File: config.mk
export PLATFORM = sky130hd
export DESIGN_NAME = mul_iter
export DESIGN_NICKNAME = d
export VERILOG_FILES = /design/src/rtl/mul_iter.sv
export SDC_FILE = /design/constraint.sdc
export NUM_CORES = 1
export LEC_CHECK = 0
export ABC_AREA = 1
export BUFFER_PORTS_ARGS = -buffer_cell sky130_fd_sc_hd__buf_2
export CORE_MARGIN = 2
export CORE_UTILIZATION = 25
export DETAILED_ROUTE_END_ITERATION = 8
export PLACE_DENSITY_LB_ADDON = 0.08
export SKIP_CTS_REPAIR_TIMING = 1
export SYNTH_ARGS = -nofsm -noshare
export SYNTH_HDL_FRONTEND = slang
export SYNTH_SLANG_ARGS = --single-unit
export TNS_END_PERCENT = 1
File: constraint.sdc
create_clock -name clk -period 14.99 [get_ports clk]
set_clock_uncertainty 0.1 [all_clocks]
set_input_delay 1.499 -clock clk [delete_from_list [all_inputs] [get_ports clk]]
set_output_delay 1.499 -clock clk [all_outputs]
set_load 0.005 [all_outputs]
File: src/rtl/mul_iter.sv
// rtl/mul_iter.sv - iterative shift-add multiplier for the RV32M MUL/MULH/MULHSU/MULHU group
// One XLEN-bit ripple-carry add per cycle on operand magnitudes; sign is applied once at the end.

module mul_iter_rca #(
  parameter int W = 32
) (
  input  logic [W-1:0] i_x,
  input  logic [W-1:0] i_y,
  output logic [W-1:0] o_sum,
  output logic         o_carry
);

  logic [W:0] w_c;

  assign w_c[0] = 1'b0;

  for (genvar g = 0; g < W; g++) begin : g_fa
    assign o_sum[g]   = i_x[g] ^ i_y[g] ^ w_c[g];
    assign w_c[g + 1] = (i_x[g] & i_y[g]) | (w_c[g] & (i_x[g] ^ i_y[g]));
  end

  assign o_carry = w_c[W];

endmodule

module mul_iter #(
  parameter int XLEN = 32,
  parameter int CNTW = 6
) (
  input  logic            clk,
  input  logic            rst_n,
  input  logic            in_valid,
  output logic            in_ready,
  input  logic [1:0]      op,
  input  logic [XLEN-1:0] a,
  input  logic [XLEN-1:0] b,
  output logic            out_valid,
  input  logic            out_ready,
  output logic [XLEN-1:0] result
);

  typedef enum logic [1:0] {
    S_IDLE = 2'd0,
    S_CALC = 2'd1,
    S_NEG  = 2'd2,
    S_DONE = 2'd3
  } state_t;

  localparam logic [XLEN-1:0]   L_ONE    = {{(XLEN-1){1'b0}}, 1'b1};
  localparam logic [2*XLEN-1:0] L_ONE2   = {{(2*XLEN-1){1'b0}}, 1'b1};
  localparam logic [CNTW-1:0]   L_CONE   = {{(CNTW-1){1'b0}}, 1'b1};
  localparam logic [CNTW-1:0]   L_CLAST  = CNTW'(XLEN - 1);

  state_t            r_state;
  state_t            w_state_nxt;
  logic [1:0]        r_op;
  logic              r_neg;
  logic [XLEN-1:0]   r_mag_a;
  logic [XLEN-1:0]   r_acc_hi;
  logic [XLEN-1:0]   r_acc_lo;
  logic [XLEN-1:0]   r_result;
  logic [CNTW-1:0]   r_cnt;
  logic              r_out_valid;

  logic              w_a_neg;
  logic              w_b_neg;
  logic [XLEN-1:0]   w_mag_a;
  logic [XLEN-1:0]   w_mag_b;
  logic [XLEN-1:0]   w_addend;
  logic [XLEN-1:0]   w_sum;
  logic              w_carry;
  logic              w_last;
  logic [2*XLEN-1:0] w_prod;
  logic [2*XLEN-1:0] w_prod_fix;

  // MULH treats both operands as signed, MULHSU only a; MUL/MULHU use raw bits
  assign w_a_neg = ((op == 2'b01) || (op == 2'b10)) && a[XLEN-1];
  assign w_b_neg = (op == 2'b01) && b[XLEN-1];
  assign w_mag_a = w_a_neg ? (~a + L_ONE) : a;
  assign w_mag_b = w_b_neg ? (~b + L_ONE) : b;

  assign w_addend = r_acc_lo[0] ? r_mag_a : '0;

  mul_iter_rca #(
    .W (XLEN)
  ) u_rca (
    .i_x     (r_acc_hi),
    .i_y     (w_addend),
    .o_sum   (w_sum),
    .o_carry (w_carry)
  );

  assign w_last     = (r_cnt == L_CLAST);
  assign w_prod     = {r_acc_hi, r_acc_lo};
  assign w_prod_fix = r_neg ? (~w_prod + L_ONE2) : w_prod;

  always_ff @(posedge clk or negedge rst_n) begin
    if (!rst_n) begin
      r_state <= S_IDLE;
    end else begin
      r_state <= w_state_nxt;
    end
  end

  always_comb begin
    w_state_nxt = r_state;
    unique case (r_state)
      S_IDLE:  if (in_valid) w_state_nxt = S_CALC;
      S_CALC:  if (w_last) w_state_nxt = S_NEG;
      S_NEG:   w_state_nxt = S_DONE;
      S_DONE:  if (out_ready) w_state_nxt = S_IDLE;
      default: w_state_nxt = S_IDLE;
    endcase
  end

  always_ff @(posedge clk or negedge rst_n) begin
    if (!rst_n) begin
      r_op        <= 2'b00;
      r_neg       <= 1'b0;
      r_mag_a     <= '0;
      r_acc_hi    <= '0;
      r_acc_lo    <= '0;
      r_cnt       <= '0;
      r_result    <= '0;
      r_out_valid <= 1'b0;
    end else begin
      unique case (r_state)
        S_IDLE: begin
          if (in_valid) begin
            r_op     <= op;
            r_neg    <= w_a_neg ^ w_b_neg;
            r_mag_a  <= w_mag_a;
            r_acc_hi <= '0;
            r_acc_lo <= w_mag_b;
            r_cnt    <= '0;
          end
        end
        S_CALC: begin
          // carry-out becomes the new MSB; multiplier bits retire out of acc_lo
          {r_acc_hi, r_acc_lo} <= {w_carry, w_sum, r_acc_lo[XLEN-1:1]};
          r_cnt                <= r_cnt + L_CONE;
        end
        S_NEG: begin
          {r_acc_hi, r_acc_lo} <= w_prod_fix;
          r_result    <= (r_op == 2'b00) ? w_prod_fix[XLEN-1:0] : w_prod_fix[2*XLEN-1:XLEN];
          r_out_valid <= 1'b1;
        end
        S_DONE: begin
          if (out_ready) r_out_valid <= 1'b0;
        end
        default: r_out_valid <= 1'b0;
      endcase
    end
  end

  assign in_ready  = (r_state == S_IDLE);
  assign out_valid = r_out_valid;
  assign result    = r_result;

endmodule

=== After elaboration in Yosys (flattened, before gate mapping) ===
Index checks and enable logic that the tools add are counted.

* Flip-flop bits (word level): 140
* Latch bits: 0
* Bits in writable memories: 0
* Memory bits (read-only): 0
* Input bits: 70
* Output and inout port bits: 34
* Word-level logic and storage cells: 213
* Memories kept: 0

* Add/subtract/negate cells: 4
* Multiply operators: 0
* Divide/modulo/power cells: 0
* $lt $le $gt $ge: 0
* Eq/ne operators: 9
* Shifts and indexed selects: 0
* Muxes and demuxes: 17
* Bitwise operators: 161
* Reductions and logical operators: 13

{| class="wikitable"
|+ Operators by type and width
! cell !! count
|-
| $mux W32 || 6
|-
| $pmux W32 S3 || 2
|-
| $add A32 B1 Y32 const B || 2
|-
| $add A64 B1 Y64 const B || 1
|-
| $mux W64 || 1
|-
| $not A32 Y32 || 2
|-
| $not A64 Y64 || 1
|-
| $xor A1 B1 Y1 || 64
|-
| $and A1 B1 Y1 || 63
|-
| $or A1 B1 Y1 || 31
|-
| $pmux W6 S2 || 1
|-
| $pmux W2 S4 || 1
|-
| $reduce_and A2 Y1 || 4
|-
| $add A6 B1 Y6 const B || 1
|-
| $eq A2 B2 Y1 const B || 3
|-
| $eq A6 B5 Y1 const B || 1
|-
| $mux W2 || 3
|-
| $mux W6 || 1
|-
| $ne A2 B2 Y1 const B || 3
|-
| $eq A2 B1 Y1 const B || 2
|-
| $logic_not A2 Y1 || 2
|-
| $reduce_bool A2 Y1 || 2
|-
| $reduce_and A3 Y1 || 1
|-
| $reduce_bool A3 Y1 || 1
|-
| other kinds (4) || 5
|}

=== Logic depth before layout (Yosys ltp) ===
* Depth in word-level cells: 65
* Mapped depth: 48

=== Hierarchy ===
From an unflattened synthesis, not the netlist that was laid out.

* Cell total of the unflattened synthesis: 1773
* Area, all modules: 11484.8 um^2

{| class="wikitable"
|+ Modules (own cells, without submodules)
! module !! times used !! cells an instance !! area each (um^2)
|-
| mul_iter || 1 || 1731 || 10814.1
|-
| mul_iter_rca || 1 || 42 || 670.6
|}

=== Least setup slack after synthesis ===
Ideal clock, no wire load.

* Kind: register to register
* From: register r_acc_lo[0]
* To: register r_acc_hi[30]
* Library setup time: 0.066 ns
* Arrival time: 12.428 ns
* Required time: 14.824 ns
* Slack: 2.397 ns
* Cell stages (with the launch flop): 47
* Path through: dfrtp_1 -> buf_6 -> clkbuf_1 -> nand2_1 -> fa_1 -> fa_1 -> fa_1 -> inv_1 -> fa_1 -> inv_1 -> fa_1 -> fa_1 -> fa_1 -> fa_1 -> fa_1 -> fa_1 -> fa_1 -> fa_1 -> [11 not listed] -> inv_1 -> fa_1 -> inv_1 -> fa_1 -> inv_1 -> fa_1 -> fa_1 -> fa_1 -> fa_1 -> fa_1 -> inv_1 -> fa_1 -> inv_1 -> fa_1 -> or2_2 -> nand2_1 -> nand2_1 -> nand2_1

* Longest elaborated chain between the ends: 64

{| class="wikitable"
|+ Ends and longest elaborated chain
! item !! RTL line !! text
|-
| start, declared || 60 || <nowiki>logic [XLEN-1:0] r_acc_lo;</nowiki>
|-
| start signal, assigned || 134 || <nowiki>r_acc_lo <= w_mag_b;</nowiki>
|-
| start signal, assigned || 140 || <nowiki>{r_acc_hi, r_acc_lo} <= {w_carry, w_sum, r_acc_lo[XLEN-1:1]};</nowiki>
|-
| start signal, assigned || 144 || <nowiki>{r_acc_hi, r_acc_lo} <= w_prod_fix;</nowiki>
|-
| $mux W32 || 82 || <nowiki>assign w_addend = r_acc_lo[0] ? r_mag_a : '0;</nowiki>
|-
| $and A1 B1 Y1 or $xor A1 B1 Y1 (tied branches) || 19 || <nowiki>assign w_c[g + 1] = (i_x[g] & i_y[g]) | (w_c[g] & (i_x[g] ^ i_y[g]));</nowiki>
|-
| $and A1 B1 Y1 || 19 ||
|-
| $or A1 B1 Y1 || 19 ||
|-
| $and A1 B1 Y1 || 19 ||
|-
| $or A1 B1 Y1 || 19 ||
|-
| $and A1 B1 Y1 || 19 ||
|-
| $or A1 B1 Y1 || 19 ||
|-
| [48 not listed] || n/a ||
|-
| $and A1 B1 Y1 || 19 ||
|-
| $or A1 B1 Y1 || 19 ||
|-
| $and A1 B1 Y1 || 19 ||
|-
| $or A1 B1 Y1 || 19 ||
|-
| $and A1 B1 Y1 || 19 ||
|-
| $or A1 B1 Y1 || 19 ||
|-
| $xor A1 B1 Y1 || 18 || <nowiki>assign o_sum[g] = i_x[g] ^ i_y[g] ^ w_c[g];</nowiki>
|-
| $pmux W32 S3 * || 127 || <nowiki>unique case (r_state)</nowiki>
|-
| end signal, assigned || 140 ||
|-
| end signal, assigned || 144 ||
|-
| end, declared || 59 || <nowiki>logic [XLEN-1:0] r_acc_hi;</nowiki>
|}

Mark *: on every way between the ends. The rest lies on a longest branch, timed or not.
A chain may end at the register's enable or synchronous reset.

=== Worst setup path in the final report ===
Ends and elaborated chain as after synthesis.

==> summary.md <==
| Metric | Value |
|---|---|
| Minimum clock period | 13.42 ns |
| Drc violations | 0 |
| Worst Path Arrival | 13.71 ns |
| Crit-path max FO | 34 |
| Detail Placement HPWL | 35.71 mm |
| Area Overhead vs Synth | 14.90% |
| Comb pwr share | 59.8% |
| Drt first-iter violations | 940 |
| Remaining antenna violation count | 0 |
| Post-synth top area share | 30.32% |
| CP max stage delay | 0.42 ns |
| Die Width | 219.0 µm |
| Most numerous cell in the Yosys netlist | nand2_1 |
| DIE AREA | 47950 µm² |
| Worst IR Drop VDD | 120.1 µV |
| Register area | 3505 µm² |
| Ys Warns | 0 |
| Total negative slack | 0 ns |
| Slowest CP cell | fa_1 |
| Post-synthesis register bit count | 140 |
| Layout cells sized above 1 | 12.21% |
| Buf/Inv on CP | 11 |
| Ranking of synthesized cells by area | dfrtp_1, nand2_1, nor2_1, nand3_1, fa_1 |
| TritonCTS Buffers | 17 |
| Placed cells | 2445 |
| Multi-input gate area | 7129 µm² |
| Syn_nets | 1909 |
| Utilization of the core after routing | 29.19% |
| Die span in y | 219.0 µm |
| Total GRT Usage | 20.08% |
| Final setup vio count | 0 |
| Most frequent cells after synthesis | nand2_1, nor2_1, inv_1, dfrtp_1, nand3_1 |
| Clk Latency, worst-skew pair | 0.46 ns |
| Post-synth EDFFs | 0 |
| Pint | 1.364 mW |
| Startpoint Class | flip-flop |
| Worst-Margin Slew | 1.011 ns |
| Placer's final routability congestion estimate | 0.8743 |
| Number of global-route vias before repair | 11780 |
| Sw power | 1.601 mW |
| Antenna violations before repair | 0 |
| Port buffer count | 103 |
| Root buffer cell | clkbuf_16 |
| Sw frac | 54.01% |
| Cell Rows | 78 |
| Power Dens Cells | 223.3 nW/µm² |
| Fmax | 74.50 MHz |
| Post-synth ARST share | 100.0% |
| Cell taking the most area after synthesis | dfrtp_1 |
| Detailed Route WL | 46.50 mm |
| Num Clock Sinks | 140 |
| Syn Inst Count | 1797 |
| Worst-path clk slew | 0.06 ns |
| Req. time, crit path | 15.28 ns |
| Crit path top cell by count | fa_1 |
| Crit Path Category | flip-flop to flip-flop |
| Ant. Diodes | 0 |
| Slew margin rel. | 32.43% |
| Deepest clock path buffer count | 2 |
| Fin crit share | 89.54% |
| Vias | 11750 |
| # fillers | 5232 |
| Starting Density | 25.40% |
| Crit path capture type | flip-flop |
| Max-slew violation count | 0 |
| Mapped Avg Cell Area | 6.429 µm² |
| RSZ-0062 raised after global routing | no |
| Final Hold Viols | 0 |
| Ys flop type | dfrtp_1 |
| Post-synthesis sequential area ratio | 30.32% |
| Clk pwr share | 16.0% |
| Finished Layout Cells | 2476 |
| Crit path max-delay family | adder cells |
| Reg power frac | 24.3% |
| First-pass GRT wire length | 72.02 mm |
| CTS tree | done |
| Layout Nets | 1976 |
| Detailed Routing Iterations Pass 1 | 5 |
| IO Pins | 104 |
| H-tree levels | 4 |
| Vias per cell | 4.744 |
| Largest net degree at the start of global routing | 84 |
| Post-synth cell types | 51 |
| Maxcap violations | 0 |
| WHS | 0.3767 ns |
| Std-Cell Core Area | 45480 µm² |
| Status | finished clean |
| Aggregate global routing overflow | 0 |
| Hold Path Class | flip-flop to flip-flop |
| WL/cell | 18.78 µm |
| Static leakage | 6.306 nW |
| Area of the mapped netlist | 11550 µm² |
-- final cells by class --
| cell class | count | area share [%] |
|---|---|---|
| Clock buffer | 21 | 3.544 |
| Clock inverter | 10 | 1.225 |
| Inverter | 169 | 4.807 |
| Multi-Input combinational cell | 1420 | 53.70 |
| Sequential cell | 140 | 26.40 |
| Tap cell | 600 | 5.655 |
| Timing Repair Buffer | 116 | 4.665 |
-- state kept, by name, summed over array words and instances, names as in the netlist --
| signal | cells |
|---|---|
| out_valid | 1 |
| r_acc_hi | 32 |
| r_acc_lo | 32 |
| r_cnt | 6 |
| r_mag_a | 32 |
| r_neg | 1 |
| r_op | 2 |
| r_state | 2 |
| result | 32 |
-- path summary, 6_finish.rpt --
check                       startpoint           end  slack (ns)  cells past startpoint
setup / recovery           r_acc_lo[0]  r_acc_hi[30]        1.57                     48
max in group asynchronous        rst_n         r_neg       12.36                      2
hold reg to reg            r_mag_a[17]   r_mag_a[17]        0.38                      2
setup reg to reg           r_acc_lo[0]  r_acc_hi[30]        1.57                     48
min in group asynchronous        rst_n   r_mag_a[30]        1.01                      1
hold / removal             r_mag_a[17]   r_mag_a[17]        0.38                      2
-- power groups by stage --
stage                     Clock, mW  Combinational (mW)  Sequential, mW
after global placement            0                1.79           0.724
after CTS                     0.489                1.79           0.719
after detailed placement          0                1.79           0.723
after floorplan                   0                1.18           0.674
after global routing          0.501                2.00           0.743
final                         0.474                1.77           0.719
-- worst reg2reg max path: cells and delay by family (launching register included) --
family                     cells  cell delay [ns]
DFF                            1             0.32
buffers and inverters         11             0.94
and+or+nand+nor                5             0.59
adders and majority gates     32            11.42
-- cell families (layout without fill, tap and decap cells) --
| kind of cell | after synthesis | count (layout) | share of synthesized area, % |
|---|---|---|---|
| simple gates | 1078 | 1078 | 39.37 |
| fa+ha+maj | 42 | 42 | 6.563 |
| xor+xnor | 45 | 45 | 3.476 |
| buf+inv | 237 | 316 | 8.122 |
| compound gates | 255 | 255 | 12.15 |
| flops | 140 | 140 | 30.32 |
-- layout by cell type, fill, tap and decap left out, types with 4 or more instances in the layout --
master	instances
or2_2	19
nand2_1	608
o21ai_0	104
o22ai_1	5
inv_2	5
nor2_4	7
nor3_1	17
dfrtp_1	139
buf_4	13
fa_1	31
bufinv_16	4
o21ai_4	5
nand4_1	24
o21ai_1	47
buf_2	102
xor2_1	35
xnor2_1	9
clkbuf_16	17
nand2_2	12
o21ai_2	4
nand3_1	135
a21oi_1	72
nand3b_1	4
ha_1	10
nor2_2	15
nor2_1	219
inv_1	159
-- through the flow --
step	cell area, µm²	setup WS [ns]	total power, mW
4_1_cts	13280	1.546	2.999
6_report	13280	1.568	2.965
2_1_floorplan	11550	2.397	1.851
3_3_place_gp	12640	1.626	2.511
5_1_grt	13280	0.9225	3.247
3_5_place_dp	12640	1.609	2.509
-- metal layers --
| layer | share of wire, % | up-vias | GRT usage, % |
|---|---|---|---|
| met4 | 2.1 | 0 | 5.856 |
| met5 | 0 | - | 0 |
| met2 | 45 | 203 | 31.53 |
| li1 | - | 5868 | - |
| met3 | 4.1 | 39 | 3.340 |
| met1 | 49 | 5636 | 28.23 |
Note: power is estimated with default switching activity, not from simulation.
